## src/rtl/alu_8bit.sv

```systemverilog
// 8-bit ALU: add, subtract, multiply and five bitwise ops behind a single output register stage.
// Produces a 16-bit result, a carry/borrow flag and a zero flag one cycle after in_valid.
module alu_8bit (
    input  logic        clk,
    input  logic        rst,
    input  logic [7:0]  A,
    input  logic [7:0]  B,
    input  logic [2:0]  select,
    input  logic        in_valid,
    output logic [15:0] result,
    output logic        carry,
    output logic        zflag,
    output logic        out_valid
);

    typedef enum logic [2:0] {
        OP_ADD  = 3'b000,
        OP_SUB  = 3'b001,
        OP_MUL  = 3'b010,
        OP_AND  = 3'b011,
        OP_OR   = 3'b100,
        OP_NAND = 3'b101,
        OP_NOR  = 3'b110,
        OP_XOR  = 3'b111
    } opcode_t;

    opcode_t     op;
    logic [8:0]  sum;
    logic [8:0]  diff;
    logic [15:0] prod;
    logic [15:0] nextres;
    logic        nextcarry;
    logic        nextzero;

    // The 9-bit subtraction wraps below zero, so its top bit is exactly the borrow (A < B).
    assign op   = opcode_t'(select);
    assign sum  = {1'b0, A} + {1'b0, B};
    assign diff = {1'b0, A} - {1'b0, B};
    assign prod = {8'h00, A} * {8'h00, B};

    always_comb begin
        nextres   = 16'h0000;
        nextcarry = 1'b0;
        case (op)
            OP_ADD: begin
                nextres   = {8'h00, sum[7:0]};
                nextcarry = sum[8];
            end
            OP_SUB: begin
                nextres   = {8'h00, diff[7:0]};
                nextcarry = diff[8];
            end
            OP_MUL:  nextres = prod;
            OP_AND:  nextres = {8'h00, A & B};
            OP_OR:   nextres = {8'h00, A | B};
            OP_NAND: nextres = ~{8'h00, A & B};
            OP_NOR:  nextres = ~{8'h00, A | B};
            OP_XOR:  nextres = {8'h00, A ^ B};
            default: nextres = 16'h0000;
        endcase
    end

    assign nextzero = (nextres == 16'h0000);

    // Idle cycles keep the last result and flags; only out_valid drops.
    always_ff @(posedge clk) begin
        if (rst) begin
            result    <= 16'h0000;
            carry     <= 1'b0;
            zflag     <= 1'b0;
            out_valid <= 1'b0;
        end else if (in_valid) begin
            result    <= nextres;
            carry     <= nextcarry;
            zflag     <= nextzero;
            out_valid <= 1'b1;
        end else begin
            out_valid <= 1'b0;
        end
    end

endmodule

```

## config.mk

```make
export PLATFORM = sky130hd
export DESIGN_NAME = alu_8bit
export DESIGN_NICKNAME = d
export VERILOG_FILES = /design/src/rtl/alu_8bit.sv
export SDC_FILE = /design/constraint.sdc
export NUM_CORES = 1
export LEC_CHECK = 0
export CAP_MARGIN = 0
export CORE_ASPECT_RATIO = 1.2
export CORE_UTILIZATION = 40
export DETAILED_ROUTE_END_ITERATION = 12
export MAX_ROUTING_LAYER = met4
export PLACE_DENSITY = 0.67
export SETUP_SLACK_MARGIN = 0.02
export SKIP_LAST_GASP = 1
export SYNTH_ARGS = -nofsm -noshare
export SYNTH_HDL_FRONTEND = slang
export SYNTH_SLANG_ARGS = --single-unit
```

## constraint.sdc

```tcl
create_clock -name clk -period 6.1 [get_ports clk]
set_input_delay 1.22 -clock clk [delete_from_list [all_inputs] [get_ports clk]]
set_output_delay 1.22 -clock clk [all_outputs]
set_load 0.05 [all_outputs]
```

* Yosys cells after proc, flatten, opt, wreduce, memory -nomap -nowiden
Cells that the tools add are included.
** Operators by class
- Reduce and logical (&&, ||, !) cells :: 2
- $add $sub $neg :: 2
- Bitwise logic cells :: 5
- Equal/unequal tests :: 7
- Mux-type cells :: 3
- $mul :: 1
** Operator list (count)
- $pmux 16 s8 :: 1
- $not 8->16 :: 2
- $logic_not 16->1 :: 1
- $mul 8x8->16 :: 1
- $eq 3x3->1 const B :: 4
- $add 8x8->9 :: 1
- $sub 8x8->9 :: 1
- $and 8x8->8 :: 1
- $or 8x8->8 :: 1
- $xor 8x8->8 :: 1
- $eq 3x2->1 const B :: 2
- $eq 3x1->1 const B :: 1
- $logic_not 3->1 :: 1
- $pmux 1 s2 :: 1
- $mux 1 :: 1
** Word-level totals
- Output and inout port bits :: 19
- Bits in registers :: 19

* Longest topological paths before layout
- Depth in word-level cells :: 4
- Mapped depth :: 19
- Gate-level depth less buffers :: 19

* Least setup slack after synthesis
OpenSTA, ideal clock, no wires.
- Kind :: input -> register
- Start point :: input A[4]
- End point :: register zflag
- Setup slack :: 265 ps
- Buffers on the path :: 0
- Data arrival time :: 5760 ps
- Data required time :: 6026 ps
- Setup time :: 74 ps
- Cell stages on the path :: 16
- Cells stage by stage :: ha_1 -> fa_1 -> fa_1 -> fa_1 -> inv_1 -> fa_1 -> inv_1 -> ha_1 -> or2_2 -> a21o_1 -> a31oi_1 -> o21ai_0 -> xnor2_1 -> a2111o_1 -> or4_1 -> o21ai_0
** Between the ends
- Longest elaborated chain between the ends :: 4
- Elaborated cells on any way between the ends :: 10
- Those cells by class :: 2 x add/sub; 1 x mul; 1 x mux; 5 x bitwise; 1 x reduce/logical
** RTL lines
- start, declared :: line 6 : input logic [7:0] A,
- parallel branches: the longest is 2 deep, another holds $mul 8x8->16
- $pmux 16 s8 * :: line 44 : case (op)
- $logic_not 16->1 * :: line 63 : assign nextzero = (nextres == 16'h0000);
- end signal, assigned :: line 75 : zflag <= nextzero;
- end, declared :: line 12 : output logic zflag,
Mark *: on every way between the ends.
A chain may end at the register's enable or synchronous reset.

* Worst setup path in the final report
- Start point :: input A[1]
- End point :: register result[9]
** Between the ends
- Longest elaborated chain between the ends :: 2
** RTL lines
- $mul 8x8->16 :: line 39 : assign prod = {8'h00, A} * {8'h00, B};
- $pmux 16 s8 :: line 44
- end signal, assigned :: line 73 : result <= nextres;
- end, declared :: line 10 : output logic [15:0] result,
No other way between the ends.

==> impl_metrics.csv <==
group,metric,value,unit
timing,period_share,97.0,%
setup_path,critPathTopFamily,"adder cells",
timing,max_slew_margin,35.3,%
placement,place_ws,-0.386,ns
setup_path,arrival,6.03,ns
clocking,clk_pin_slew,0.05,ns
setup_path,cpMaxStageDelayCell,"fa_1",
setup_path,max_stage_delay,0.57,ns
final_layout,fin_nets,766,
timing,hold_viol,0,
power_and_ir_drop,irDropWorstVdd,124,uV
final_layout,drive_gt1_share,25.0,%
power_and_ir_drop,powerDensity,251,mW/mm^2
route,wl_per_cell,15.5,um
route,firstDrtPassIters,5,
placement,port_buffers,40,
floorplan,rows,40,
final_layout,design_area,0.00560,mm^2
setup_path,cp_cell_sequence,"dlygate4sd2_1 > inv_2 > nor2_4 > fa_1 > fa_1 > fa_1 > inv_1 > fa_1 > inv_1 > ha_1 > buf_4 > and3b_1 > o31ai_1 > nand3_1 > buf_4 > buf_4 > buf_4 > buf_4 > buf_4 > buf_4 > buf_4 > buf_4 > o22ai_1 > nor2_1",
clocking,cts_tree,"yes",
setup_path,cp-end-kind,"register",
timing,period_minus_slack,5.92,ns
route,num_vias,4199,
synth,synth_area_leaders,"fa_1 (19%), ha_1 (18%), dfxtp_1 (9.3%)",
final_layout,antenna_cells,0,
floorplan,dieArea,0.0107,mm^2
grt,antenna_found_initial,0,
clocking,clockBufferDepth,2,
placement,postPlaceCellArea,0.00520,mm^2
synth,ys_async_sr_fraction,0,%
setup_path,timing_worst_setup_path_type,"in -> reg",
status,status,"finished, final reports clean",
route,route.detailed.drc,0,
synth,synth_top_area_share,18.5,%
synth,synth-warning-count,0,
route,drtIter0Drc,202,
route,wl,11.9,mm
synth,synth-edff-count,0,
grt,grt_pass1_vias,4252,
floorplan,initial_core_util,41.0,%
synth,ys_ff_latch,19,
clocking,clock_sinks,19,
timing,worst_slew_pin_slew,0.967,ns
route,ant_nets,0,
power_and_ir_drop,leakage,0.00273,uW
job,maxCapViolations,0,
floorplan,core,0.0100,mm^2
synth,yosysSeqAreaShare,9.27,%
setup_path,crit_path_start_kind,"primary input",
clocking,worstSkewPairLatency,0.25,ns
final_layout,final_util,56.0,%
grt,grt_max_degree,30,
clocking,ctsHoldBuffers,0,
grt,grt.overflow.total,0,
setup_path,critPathMostFrequentCell,"buf_4",
setup_path,critPathBufInv,13,
floorplan,die_y,113,um
timing,worst_slack,0.184,ns
final_layout,final_common_cell,"buf_4",
clocking,root_buffer,"clkbuf_16",
synth,syn_area,0.00410,mm^2
synth,synth_ff_type,"dfxtp_1",
timing,rsz0062_at_grt,"false",
timing,fin_worst_skew,0,ns
setup_path,r2r_start,"result[3]$_SDFFE_PP0P_",
route,via_per_inst,5.45,
timing,hold_slack,0.485,ns
setup_path,worstSetupStartpoint,"A[1]",
clocking,h-tree-depth,1,
final_layout,area_growth,36.6,%
timing,maxSlewViolCount,0,
synth,ys_types,61,
hold_path,hold_start,"result[13]$_SDFFE_PP0P_",
final_layout,layout_common_cells,"buf_4 (99), nor2_1 (65), inv_1 (64)",
placement,place_congestion,0.960,
clocking,cts_buffers,3,
timing,fmax,0.169,GHz
synth,avgSynthCellArea,7.95,um^2
floorplan,io_pins,41,
synth,yosys.area.top_type,"fa_1",
placement,dpl.hpwl,9.95,mm
synth,syn-num-nets,636,
grt,grt_pass1_wl,19.6,mm
timing,setup_viol,0,
synth,netlist_instances,516,
hold_path,hold_class,"reg -> reg",
setup_path,crit_fanout,4,
grt,grt_usage,23.9,%
setup_path,crit_required,6.21,ns
floorplan,die_w,94.5,um
[synth_stat cells, types with 6 or more instances]
cell      number
nor3_1         9
o31ai_1        7
o21ai_0       15
a211oi_1       6
buf_2          7
inv_1         76
nand2b_1       6
mux2i_1       12
dfxtp_1       19
clkbuf_1      12
ha_1          60
nor2_1        75
nor2b_1        8
fa_1          38
a21oi_1       24
nand3_1        7
nand2_1       29
xnor2_1        6
xor2_1         8
nor3b_1        7
[power by group]
group	internal, uW	switching, uW	leakage [uW]	total, uW
sequential	135	6.23	0.000157	142
combinational	564	572	0.00253	1140
clock	87.7	42.6	0.0000409	130
[layout make-up]
cell class              instances  area, um^2
multi-input cells             398        3490
repair buffers                145        1190
well taps                     126         158
clock buffers                   3        75.1
clock inverters                 1        5.00
inverters                      79         299
fillers                       921        4410
flip-flops and latches         19         380
[final timing paths]
| kind | to | slack, ns | cells past startpoint |
|---|---|---|---|
| hold reg to reg | result[13]$_SDFFE_PP0P_ | 0.48 | 2 |
| setup reg to reg | result[3]$_SDFFE_PP0P_ | 5.37 | 3 |
| hold / removal | result[13]$_SDFFE_PP0P_ | 0.48 | 2 |
| setup / recovery | result[9]$_SDFFE_PP0P_ | 0.18 | 24 |
[timing repair]
action,CTS,global route
buffers inserted,14,7
setup endpoints to repair,1,2
pin swaps,13,14
hold endpoints to repair,0,0
gates resized for setup,50,26
[metal layers]
| layer | track usage, % | up-vias | wire [um] |
|---|---|---|---|
| li1 | - | 2026 | - |
| met1 | 27.8 | 2009 | 4970 |
| met2 | 42.7 | 132 | 6020 |
| met3 | 1.95 | 32 | 461 |
| met4 | 8.48 | 0 | 463 |
| met5 | - | - | 0 |
[cells by family after synthesis]
family	share of synthesized area, %
adders and majority gates	36.8
buffers and inverters	9.45
xor gates and xnor gates	2.99
AOI/OAI and AO/OA	16.3
DFF	9.27
muxes	5.40
and+or+nand+nor	19.7
[state kept, by name, indices dropped and copies added (netlist names)]
signal and cells:
carry 1, out_valid 1, result 16, zflag 1
[per-stage QoR]
step                      TNS, ns  power, uW  instances
after floorplan                 0        734        516
after global placement     -0.317       1090        746
after detailed placement   -0.441       1120        746
after CTS                       0       1340        764
after global routing            0       1530        771
final                           0       1410        771
[tightest hold or removal path, stage by stage, from the launching register on]
cell and delay (ns):
dfxtp_1 0.31, nor2_1 0.09, nor3_1 0.05
(Power assumes the default switching activity.)
